## src/rtl/u712_cycle_arb.sv

```systemverilog
// Chip-RAM cycle arbiter sharing one SDRAM sequencer between DMA, CPU and refresh.
// Build option: define REFRESH_POSTPONE_EN to let CPU cycles postpone refresh up to REF_FORCE_LVL.
module u712_cycle_arb #(
  parameter int unsigned REF_DEBT_MAX  = 8,
  parameter int unsigned REF_FORCE_LVL = 6,
  parameter int unsigned WDOG_CYCLES   = 31
) (
  input  logic       CLK80,
  input  logic       RESET,
  input  logic       DMA_REQ,
  input  logic       CPU_REQ,
  input  logic       DBR,
  input  logic       REF_TICK,
  input  logic       SEQ_DONE,
  output logic       SEQ_START,
  output logic [1:0] GNT,
  output logic       CPU_ACK,
  output logic [3:0] REF_DEBT,
  output logic [2:0] ERR
);

  localparam logic [1:0] GntNone = 2'b00;
  localparam logic [1:0] GntCpu  = 2'b01;
  localparam logic [1:0] GntDma  = 2'b10;
  localparam logic [1:0] GntRef  = 2'b11;

  localparam int unsigned WdogW = $clog2(WDOG_CYCLES + 1);
  localparam logic [WdogW-1:0] WdogLast = WdogW'(WDOG_CYCLES - 1);
  localparam logic [3:0] DebtMax = 4'(REF_DEBT_MAX);

`ifdef REFRESH_POSTPONE_EN
  localparam logic [3:0] ForceLvl = 4'(REF_FORCE_LVL);
`else
  // Without postponement any owed refresh outranks the CPU, so the threshold collapses to 1.
  localparam logic [3:0] ForceLvl = (REF_FORCE_LVL != 0) ? 4'd1 : 4'd1;
`endif

  typedef enum logic [1:0] {StIdle, StStart, StBusy, StRecover} state_e;

  state_e           state_q;
  logic [1:0]       gnt_q;
  logic             seq_start_q;
  logic [3:0]       debt_q;
  logic [2:0]       err_q;
  logic             dma_pend_q;
  logic [WdogW-1:0] wdog_q;

  logic       dma_pend;
  logic       cpu_ok;
  logic       busy_done;
  logic       ref_done;
  logic [1:0] winner;

  // A DMA pulse arriving in the IDLE cycle itself is already eligible.
  assign dma_pend  = dma_pend_q | DMA_REQ;
  assign cpu_ok    = CPU_REQ & ~DBR;
  assign busy_done = (state_q == StBusy) & SEQ_DONE;
  assign ref_done  = busy_done & (gnt_q == GntRef);

  always_comb begin
    winner = GntNone;
    if (dma_pend) begin
      winner = GntDma;
    end else if (debt_q >= ForceLvl) begin
      winner = GntRef;
    end else if (cpu_ok) begin
      winner = GntCpu;
    end else if (debt_q != 4'd0) begin
      winner = GntRef;
    end
  end

  always_ff @(negedge CLK80) begin
    if (RESET) begin
      state_q     <= StIdle;
      gnt_q       <= GntNone;
      seq_start_q <= 1'b0;
      debt_q      <= 4'd0;
      err_q       <= 3'b000;
      dma_pend_q  <= 1'b0;
      wdog_q      <= '0;
    end else begin
      seq_start_q <= 1'b0;

      // A tick and a refresh completion in the same cycle cancel out.
      if (REF_TICK && !ref_done) begin
        if (debt_q == DebtMax) begin
          err_q[0] <= 1'b1;
        end else begin
          debt_q <= debt_q + 4'd1;
        end
      end else if (ref_done && !REF_TICK) begin
        debt_q <= debt_q - 4'd1;
      end

      if (DMA_REQ && dma_pend_q) begin
        err_q[1] <= 1'b1;
      end
      if (state_q == StIdle && winner == GntDma) begin
        dma_pend_q <= 1'b0;
      end else if (DMA_REQ) begin
        dma_pend_q <= 1'b1;
      end

      case (state_q)
        StIdle: begin
          if (winner != GntNone) begin
            state_q     <= StStart;
            seq_start_q <= 1'b1;
            gnt_q       <= winner;
          end
        end
        StStart: begin
          state_q <= StBusy;
          wdog_q  <= '0;
        end
        StBusy: begin
          if (SEQ_DONE) begin
            state_q <= StRecover;
            gnt_q   <= GntNone;
          end else if (wdog_q == WdogLast) begin
            // Abort: debt and CPU request are left untouched so the cycle is retried.
            state_q  <= StRecover;
            gnt_q    <= GntNone;
            err_q[2] <= 1'b1;
          end else begin
            wdog_q <= wdog_q + WdogW'(1);
          end
        end
        StRecover: state_q <= StIdle;
        default:   state_q <= StIdle;
      endcase
    end
  end

  assign SEQ_START = seq_start_q;
  assign GNT       = gnt_q;
  assign CPU_ACK   = busy_done & (gnt_q == GntCpu) & ~RESET;
  assign REF_DEBT  = debt_q;
  assign ERR       = err_q;

endmodule
```

## config.mk

```make
export PLATFORM = sky130hd
export DESIGN_NAME = u712_cycle_arb
export DESIGN_NICKNAME = d
export VERILOG_FILES = /design/src/rtl/u712_cycle_arb.sv
export SDC_FILE = /design/constraint.sdc
export NUM_CORES = 1
export LEC_CHECK = 0
export ABC_AREA = 1
export ABC_CLOCK_PERIOD_IN_PS = 1700
export CORE_UTILIZATION = 45
export CTS_CLUSTER_SIZE = 20
export DETAILED_ROUTE_END_ITERATION = 6
export PLACE_DENSITY_LB_ADDON = 0.12
export SYNTH_ARGS = -nofsm -noshare
export SYNTH_HDL_FRONTEND = slang
export SYNTH_SLANG_ARGS = --single-unit
```

## constraint.sdc

```tcl
create_clock -name CLK80 -period 1.7 [get_ports CLK80]
set_input_delay 0.425 -clock CLK80 [delete_from_list [all_inputs] [get_ports CLK80]]
set_output_delay 0.425 -clock CLK80 [all_outputs]
set_load 0.1 [all_outputs]
```

==> results of run 1 <==
[logic make-up after synthesis]
| group | share of synthesized area (%) |
|---|---|
| flops | 32.5 |
| compound gates | 8.47 |
| buf+inv | 9.15 |
| simple gates | 37.3 |
| xor+xnor | 2.37 |
| fa+ha+maj | 10.2 |
[report_power, final]
part | internal (W) | switching (W) | leakage, nW
clock network | 0.000141 | 0.000282 | 0.110
logic | 0.000717 | 0.00111 | 0.666
registers | 0.000525 | 0.0000840 | 0.154
[through the flow]
step           hold WS, ns  TNS, ns  area (sq um)  instances
2_1_floorplan        0.448    -4.33          1200        151
3_3_place_gp         0.458   -14.70          1620        210
3_5_place_dp         0.484   -15.26          1620        210
4_1_cts              0.493    -8.18          1880        239
5_1_grt              0.507    -9.92          2020        243
6_report             0.493    -9.35          2020        243
[Yosys cell counts]
library cell	instances	area, sq um
nand3_4	1	17.5
xnor2_1	1	8.76
nand2_1	31	116
ha_1	9	113
nor2_4	2	22.5
o21ai_0	3	15.0
or2_1	1	6.26
nor4_1	1	6.26
inv_1	19	71.3
o21a_1	1	7.51
nand2_2	4	25.0
nor3_1	4	20.0
nand3_2	1	10.0
nand2_4	2	22.5
a311oi_1	1	8.76
buf_1	1	3.75
nand4_1	2	12.5
buf_6	1	11.3
a21oi_2	2	17.5
inv_2	4	15.0
or2_2	1	6.26
nor2_1	15	56.3
xor2_1	2	17.5
nand3_1	14	70.1
dfxtp_1	18	360
a21oi_1	9	45.0
nand4_4	1	21.3
[cell type report]
| class | instances | area (sq um) |
|---|---|---|
| repair buffers | 44 | 514 |
| clock buffers | 3 | 22.5 |
| inverters | 22 | 90.1 |
| fillers | 103 | 259 |
| flip-flops and latches | 18 | 398 |
| multi-input cells | 109 | 885 |
| well taps | 28 | 35.0 |
| clock inverters | 19 | 72.6 |
[metal layers]
metal  vias up  GRT usage [%]  wire (um)
li1        613              -          -
met1       639           29.0       1620
met2        49           52.6       2100
met3        10           6.73        183
met4         0           13.5         96
met5         -              0          0
[registers in the layout, summed over array words and instances, names as in the netlist]
name / count
ERR: 3
GNT: 2
REF_DEBT: 4
SEQ_START: 1
dma_pend_q: 1
state_q: 2
wdog_q: 5
[critical path: stages (launching register included)]
cell,delay [ns]
dfxtp_1,0.32
inv_2,0.09
ha_4,0.17
nand2_8,0.05
buf_4,0.13
nor4_4,0.19
buf_12,0.21
[placed cells by master (no fill, tap or decap), types with 3 or more instances in the layout]
master	Yosys	layout
inv_1	19	33
nand2_1	31	16
buf_4	0	16
nand2_2	4	13
buf_12	0	11
buf_6	1	11
dfxtp_4	0	10
nor2_1	15	10
a21oi_2	2	8
ha_1	9	8
dfxtp_1	18	8
nand3_1	14	7
nand2_4	2	6
nand3_2	1	6
nor3_1	4	4
inv_2	4	4
nor2_2	0	4
nor2_4	2	3
a21oi_1	9	3
nand2_8	0	3
inv_4	0	3
nand3_4	1	3
clkbuf_4	0	3
[timing repair]
action                     4_1_cts  5_1_grt
setup endpoints to repair       29       26
buffers inserted                 7        6
cloned                           1        0
hold buffers                     0        0
gates resized for setup         45       35
pin swaps                       17       21
[worst max path at each step]
stage	to	slack (ns)	cells past startpoint
after floorplan	CPU_ACK	-1.29	2
final	CPU_ACK	-1.10	6
after detailed placement	REF_DEBT[3]	-0.93	11
after global routing	CPU_ACK	-1.19	6
after global placement	REF_DEBT[1]	-0.86	10
after CTS	CPU_ACK	-1.09	5
==> results.sh, run 1 <==
export IMPL_cts_made_buffers=3
export IMPL_die_h_um=51.6
export IMPL_cp_arrival_ns=2.38
export IMPL_cts_tree="yes"
export IMPL_grt_first_pass_wirelength_mm=5.50
export IMPL_areaGrowthSynthToFinish_pct=82.1
export IMPL_root_buffer="clkbuf_4"
export IMPL_rsz0062_at_grt="yes"
export IMPL_path_class="reg -> out"
export IMPL_wire_per_inst_um=16.5
export IMPL_cts_sinks=18
export IMPL_grtUsageTotal_pct=28.2
export IMPL_cp_end_kind="primary output"
export IMPL_cp_start_kind="register"
export IMPL_worst_slack_ns=-1.10
export IMPL_r2r_start="REF_DEBT[1]"
export IMPL_clock_latency_ns=0.39
export IMPL_syn_nets=167
export IMPL_maxCapViolCount=0
export IMPL_relSlewSlack_pct=71.8
export IMPL_antenna_found_initial=0
export IMPL_grt_max_degree=11
export IMPL_p_per_area_nw_per_um2=1420
export IMPL_power_w=0.00286
export IMPL_dp_slack_ns=-0.929
export IMPL_yosysUniqueCellTypes=27
export IMPL_r2r_slack_ns=-0.07
export IMPL_worst_pin_slew_ns=0.422
export IMPL_hold_path_startpoint="wdog_q[2]"
export IMPL_die_area_sq_um=2660
export IMPL_cp_data_required_time_ns=1.27
export IMPL_r2r_end="GNT[1]"
export IMPL_routed_wl_mm=4.00
export IMPL_drv_slew=0
export IMPL_dp_hpwl_mm=2.10
export IMPL_drive_gt1_share_pct=54.9
export IMPL_vias=1311
export IMPL_final_core_util_pct=88.6
export IMPL_status="complete, but fails checks"
export IMPL_num_rows=17
export IMPL_hold_viol_final=0
export IMPL_drt_iter0_drc=38
export IMPL_cts_max_path_buffers=2
export IMPL_grt_overflow=0
export IMPL_synth_cells=151
export IMPL_synth_area_sq_um=1110
export IMPL_nets=232
export IMPL_ant_nets=0
export IMPL_insertedDiodeCount=0
export IMPL_p_leak_nw=0.930
export IMPL_synth_warnings=0
export IMPL_violations="setup timing"
export IMPL_coreArea_sq_um=2280
export IMPL_reg2reg_depth=10
export IMPL_h_tree_depth=1
export IMPL_vdd_ir_drop_max_uv=1370
export IMPL_cp_startpoint="state_q[0]"
export IMPL_avgSynthCellArea_sq_um=7.33
export IMPL_hold_depth=2
export IMPL_min_to="wdog_q[2]"
export IMPL_hold_class="reg -> reg"
export IMPL_port_buffers=17
export IMPL_dr_pass1_iters=4
export IMPL_via_per_inst=5.40
export IMPL_clkTransAtPathRegs_ns=0.04
export IMPL_start_util_pct=48.7
export IMPL_setup_viol=25
export IMPL_ys_seq_area_share_pct=32.5
export IMPL_synth_seq_cells=18
export IMPL_remaining_drc_errors=0
export IMPL_gp_congestion=0.837
export IMPL_cp_max_fo=2
export IMPL_grt_pass1_vias=1306
export IMPL_top_level_ports=18
export IMPL_die_w_um=51.6
export IMPL_skew_ns=0.0362
(Power assumes the default switching activity.)
==> run 2: changes to the inputs <==
--- a/config.mk
+++ b/config.mk
@@ -7,10 +7,12 @@
 export LEC_CHECK = 0
 export ABC_AREA = 1
 export ABC_CLOCK_PERIOD_IN_PS = 1700
+export CORE_MARGIN = 5
 export CORE_UTILIZATION = 45
 export CTS_CLUSTER_SIZE = 20
 export DETAILED_ROUTE_END_ITERATION = 6
 export PLACE_DENSITY_LB_ADDON = 0.12
+export REMOVE_ABC_BUFFERS = 1
 export SYNTH_ARGS = -nofsm -noshare
 export SYNTH_HDL_FRONTEND = slang
 export SYNTH_SLANG_ARGS = --single-unit
==> run 2 against run 1 <==
Compared with the run above: the run still ends with setup timing left; clock power grew 2%; clock-buffer cell count is the same; via count shrank 4.2%; worst setup slack gained 0.074 ns; die area grew 33%; critical endpoint unchanged; register-to-register slack gained 0.14 ns; power shrank 5.2%; highest routed layer unchanged.
==> results.sh, run 2 (synthesis gave the netlist of run 1 again) <==
export IMPL_status="complete, but fails checks"
export IMPL_violations="setup timing"
export IMPL_die_h_um=59.6
export IMPL_vdd_ir_drop_max_uv=1280
export IMPL_remaining_drc_errors=0
export IMPL_hold_path_startpoint="wdog_q[2]"
export IMPL_fill_cells=160
export IMPL_hold_class="reg -> reg"
export IMPL_path_class="reg -> out"
export IMPL_cts_sinks=18
export IMPL_cp_arrival_ns=2.30
export IMPL_regMostFlops="wdog_q"
export IMPL_start_util_pct=46.0
export IMPL_r2r_end="state_q[1]"
export IMPL_wire_per_inst_um=13.5
export IMPL_dp_hpwl_mm=1.97
export IMPL_r2r_start="REF_DEBT[0]"
export IMPL_cpPeakStageDelay_ns=0.32
export IMPL_final_core_util_pct=78.2
export IMPL_routed_wl_mm=3.32
export IMPL_cp_start_kind="register"
export IMPL_setup_viol=21
export IMPL_port_buffers=17
export IMPL_num_rows=18
export IMPL_dp_slack_ns=-0.867
export IMPL_top_level_ports=18
export IMPL_cp_max_fo=2
export IMPL_drv_slew=0
export IMPL_drt_iter0_drc=45
export IMPL_maxCapViolCount=0
export IMPL_ant_nets=0
export IMPL_clock_latency_ns=0.41
export IMPL_path_cells="inv_2, ha_4, nand2_4, nor4_4, buf_4, buf_12"
export IMPL_final_cell_mix="inv_1, nand2_1, buf_4"
export IMPL_gp_congestion=0.851
export IMPL_layout_commonest_cell="inv_1"
export IMPL_cts_max_path_buffers=2
export IMPL_die_area_sq_um=3550
export IMPL_grt_first_pass_wirelength_mm=5.68
export IMPL_hold_viol_final=0
export IMPL_skew_ns=0.0355
export IMPL_cp_end_kind="primary output"
export IMPL_crit_slowest_cell="dfxtp_2"
export IMPL_relSlewSlack_pct=81.2
export IMPL_insertedDiodeCount=0
export IMPL_worst_pin_slew_ns=0.281
export IMPL_die_w_um=59.6
export IMPL_h_tree_depth=1
export IMPL_path_buf_inv=3
export IMPL_finalNonFillerCells=246
export IMPL_worst_slack_ns=-1.03
export IMPL_reg2reg_depth=9
export IMPL_via_per_inst=5.11
export IMPL_antenna_found_initial=0
export IMPL_drive_gt1_share_pct=45.8
export IMPL_r2r_slack_ns=0.07
export IMPL_nets=234
export IMPL_areaGrowthSynthToFinish_pct=70.3
export IMPL_min_to="wdog_q[2]"
export IMPL_ctsHoldBuffers=0
export IMPL_power_w=0.00271
export IMPL_cts_tree="yes"
export IMPL_clkTransAtPathRegs_ns=0.05
export IMPL_rsz0062_at_grt="yes"
export IMPL_cp_data_required_time_ns=1.27
export IMPL_p_per_area_nw_per_um2=1440
export IMPL_grt_pass1_vias=1314
export IMPL_grtUsageTotal_pct=21.1
export IMPL_grt_overflow=0
export IMPL_vias=1256
export IMPL_post_place_cells=214
export IMPL_coreArea_sq_um=2410
export IMPL_hold_depth=2
export IMPL_dr_pass1_iters=6
export IMPL_cts_made_buffers=3
export IMPL_grt_max_degree=10
export IMPL_p_leak_nw=0.915
export IMPL_largest_reg_flops=5
export IMPL_cpLargestDelayFamily="buffers and inverters"
export IMPL_root_buffer="clkbuf_4"
## run 2: cell types whose count changed in the layout (fill, tap and decap cells not counted), sizes merged
cell	previous run	this run
buf	40	42
clkinvlp	1	0
## run 2: metal layers
| layer | up-vias | global-route usage, % | part of all wire [%] |
|---|---|---|---|
| met1 | 592 | 22.8 | 39 |
| met3 | 13 | 5.01 | 4.2 |
| met2 | 40 | 36.3 | 53 |
| li1 | 611 | - | - |
| met5 | - | 0 | 0 |
| met4 | 0 | 13.6 | 4.0 |
## run 2: power breakdown
| group | switching [W] | total [W] | leakage, nW | internal, W |
|---|---|---|---|---|
| Sequential | 0.0000784 | 0.000598 | 0.152 | 0.000519 |
| Clock | 0.000293 | 0.000431 | 0.110 | 0.000138 |
| Combinational | 0.000993 | 0.00168 | 0.653 | 0.000689 |
## run 2: worst max path at each step
stage	slack, ns	start	depth (start not counted)	to
after floorplan	-3.62	GNT[0]	2	CPU_ACK
after global placement	-0.79	SEQ_DONE	7	REF_DEBT[1]
after detailed placement	-0.87	SEQ_DONE	8	REF_DEBT[0]
after CTS	-1.0	state_q[0]	6	CPU_ACK
after global routing	-1.10	state_q[0]	6	CPU_ACK
final	-1.03	state_q[0]	6	CPU_ACK
## run 2: worst reg2reg max path, stage by stage, from the launching register on
cell and delay (ns):
dfxtp_2 0.33, buf_4 0.16, inv_1 0.10, ha_2 0.22
nand2_1 0.11, nor2_4 0.16, nand4_4 0.17, nand2_2 0.11
nand2_1 0.06, a21oi_1 0.14
## run 2: stage by stage
step	cell area (sq um)	hold WS, ns	setup TNS (ns)
after floorplan	1090	0.448	-12.91
after global placement	1550	0.460	-14.51
after detailed placement	1550	0.468	-15.26
after CTS	1810	0.473	-10.05
after global routing	1890	0.499	-8.25
final	1890	0.475	-7.37
## run 2: cell type report
cell class	count	area, sq um	share of cell area, %
clock buffers	3	22.5	1.19
clock inverters	18	67.6	3.58
inverters	22	87.6	4.64
multi-input cells	109	769	40.8
flip-flops and latches	18	378	20.0
well taps	30	37.5	1.99
repair buffers	46	523	27.7
## run 2: what timing repair did
item	in CTS	in global routing
setup buffers	12	6
setup endpoints to repair	29	24
gates cloned	1	0
pin swaps	14	11
resized for setup	46	29
endpoints found under the hold margin	0	0
==> run 3: changes to the inputs <==
--- a/config.mk
+++ b/config.mk
@@ -7,12 +7,11 @@
 export LEC_CHECK = 0
 export ABC_AREA = 1
 export ABC_CLOCK_PERIOD_IN_PS = 1700
-export CORE_MARGIN = 5
-export CORE_UTILIZATION = 45
+export CORE_MARGIN = 4
+export CORE_UTILIZATION = 30
 export CTS_CLUSTER_SIZE = 20
 export DETAILED_ROUTE_END_ITERATION = 6
 export PLACE_DENSITY_LB_ADDON = 0.12
-export REMOVE_ABC_BUFFERS = 1
 export SYNTH_ARGS = -nofsm -noshare
 export SYNTH_HDL_FRONTEND = slang
 export SYNTH_SLANG_ARGS = --single-unit
==> run 3 against run 2 <==
Compared with the run above: the run still ends with setup timing left; core utilization fell by 20 points; non-clock buffer count decreased by 4; critical path depth is the same; clock-buffer cell count stayed put; wire length decreased by 4.4%; largest cell class unchanged; first-iteration DRC count decreased by 18%; cell area increased by 5.5%; clock power grew 13%; worst setup slack got worse by 0.013 ns; via count is 3.6% lower; sequential cell count unchanged.
==> results.sh, run 3 (synthesis gave the netlist of run 1 again) <==
export IMPL_status="complete, but fails checks"
export IMPL_violations="setup timing"
export IMPL_clkTransAtPathRegs_ns=0.03
export IMPL_top_level_ports=18
export IMPL_cts_sinks=18
export IMPL_die_w_um=68.8
export IMPL_wire_per_inst_um=12.3
export IMPL_routed_wl_mm=3.17
export IMPL_pwr_share_comb_pct=60.9
export IMPL_skew_ns=0.0167
export IMPL_hold_class="reg -> reg"
export IMPL_clkPwrFrac_pct=17.4
export IMPL_worst_pin_slew_ns=0.353
export IMPL_num_rows=21
export IMPL_drv_slew=0
export IMPL_gp_congestion=0.749
export IMPL_post_place_cells=229
export IMPL_antenna_found_initial=0
export IMPL_h_tree_depth=1
export IMPL_worst_slack_ns=-1.04
export IMPL_relSlewSlack_pct=76.4
export IMPL_ctsHoldBuffers=0
export IMPL_power_switching_w=0.00136
export IMPL_power_w=0.00279
export IMPL_p_sw_share_pct=48.9
export IMPL_ant_nets=0
export IMPL_cp_max_fo=2
export IMPL_via_per_inst=4.69
export IMPL_port_buffers=17
export IMPL_insertedDiodeCount=0
export IMPL_drive_gt1_share_pct=54.2
export IMPL_p_per_area_nw_per_um2=1400
export IMPL_fill_cells=325
export IMPL_vdd_ir_drop_max_uv=1240
export IMPL_path_class="reg -> out"
export IMPL_cp_data_required_time_ns=1.27
export IMPL_grt_pass1_vias=1253
export IMPL_final_area_sq_um=1990
export IMPL_cp_arrival_ns=2.32
export IMPL_rsz0062_at_grt="yes"
export IMPL_p_leak_nw=0.899
export IMPL_multi_input_area_sq_um=852
export IMPL_start_util_pct=32.2
export IMPL_dp_slack_ns=-0.899
export IMPL_final_core_util_pct=57.8
export IMPL_finalNonFillerCells=258
export IMPL_cts_max_path_buffers=2
export IMPL_final_cell_mix="inv_1, nand2_1, buf_4"
export IMPL_coreArea_sq_um=3440
export IMPL_remaining_drc_errors=0
export IMPL_power_internal_w=0.00142
export IMPL_hold_viol_final=0
export IMPL_cp_end_kind="primary output"
export IMPL_place_area_sq_um=1650
export IMPL_met3_usage_pct=6.32
export IMPL_pwr_share_seq_pct=21.7
export IMPL_cts_made_buffers=3
export IMPL_grt_first_pass_wirelength_mm=5.20
export IMPL_regArea_sq_um=398
export IMPL_gr_usage_met1_pct=15.0
export IMPL_nets=229
export IMPL_grt_overflow=0
export IMPL_grt_max_degree=11
export IMPL_regMostFlops="wdog_q"
export IMPL_grtUsageTotal_pct=14.3
export IMPL_die_area_sq_um=4730
export IMPL_areaGrowthSynthToFinish_pct=79.7
export IMPL_largest_reg_flops=5
export IMPL_cts_tree="yes"
export IMPL_maxCapViolCount=0
export IMPL_dr_pass1_iters=4
export IMPL_grt_busiest_layer="met2"
export IMPL_use_met2_pct=25.4
export IMPL_cp_start_kind="register"
export IMPL_die_h_um=68.8
export IMPL_root_buffer="clkbuf_8"
export IMPL_vias=1211
export IMPL_clock_latency_ns=0.34
export IMPL_drt_iter0_drc=37
export IMPL_setup_viol=25
export IMPL_layout_commonest_cell="inv_1"
export IMPL_dp_hpwl_mm=2.15
[run 3: through the flow]
stage          setup TNS [ns]  hold WS [ns]
6_report                -7.67         0.487
3_5_place_dp           -15.19         0.473
5_1_grt                 -8.59         0.511
2_1_floorplan           -4.33         0.448
4_1_cts                 -9.73         0.493
3_3_place_gp           -15.01         0.459
[run 3: per-layer routing]
layer	wire, um	up-vias
met5	0	-
met4	31	0
met3	177	6
met2	1700	28
met1	1270	575
li1	-	602
[run 3: repair_timing]
action                                  4_1_cts  5_1_grt
endpoints found under the setup margin       29       28
gates resized for setup                      37       38
setup buffers                                 6        4
hold endpoints to repair                      0        0
pin swaps                                    18       25
[run 3: power by group through the flow]
stage / clock, W / sequential, W / combinational (W)
2_1_floorplan: 0.0000679 / 0.000978 / 0.000558
3_3_place_gp: 0.0000679 / 0.000597 / 0.00141
3_5_place_dp: 0.0000679 / 0.000601 / 0.00144
4_1_cts: 0.000520 / 0.000606 / 0.00159
5_1_grt: 0.000559 / 0.000613 / 0.00181
6_report: 0.000485 / 0.000605 / 0.00170
[run 3: final cells by class]
type	instances	share of cell area [%]
timing repair buffer	42	24.0
inverter	22	4.53
tap	46	2.89
clock buffer	3	2.08
clock inverter	19	3.65
multi-input combinational	108	42.8
sequential	18	20.0
[run 3: worst paths after layout]
kind	from	to	slack (ns)	depth (start not counted)
worst min register to register	ERR[0]	ERR[0]	0.49	1
worst min-delay path	ERR[0]	ERR[0]	0.49	1
worst max-delay path	state_q[0]	CPU_ACK	-1.04	6
worst max register to register	REF_DEBT[0]	GNT[0]	0.01	10
[run 3: worst max-delay path, stage by stage (launching register included)]
cell	delay, ns
dfxtp_1	0.30
inv_2	0.07
ha_4	0.16
nand2_8	0.05
buf_4	0.13
nor4_4	0.20
buf_12	0.22
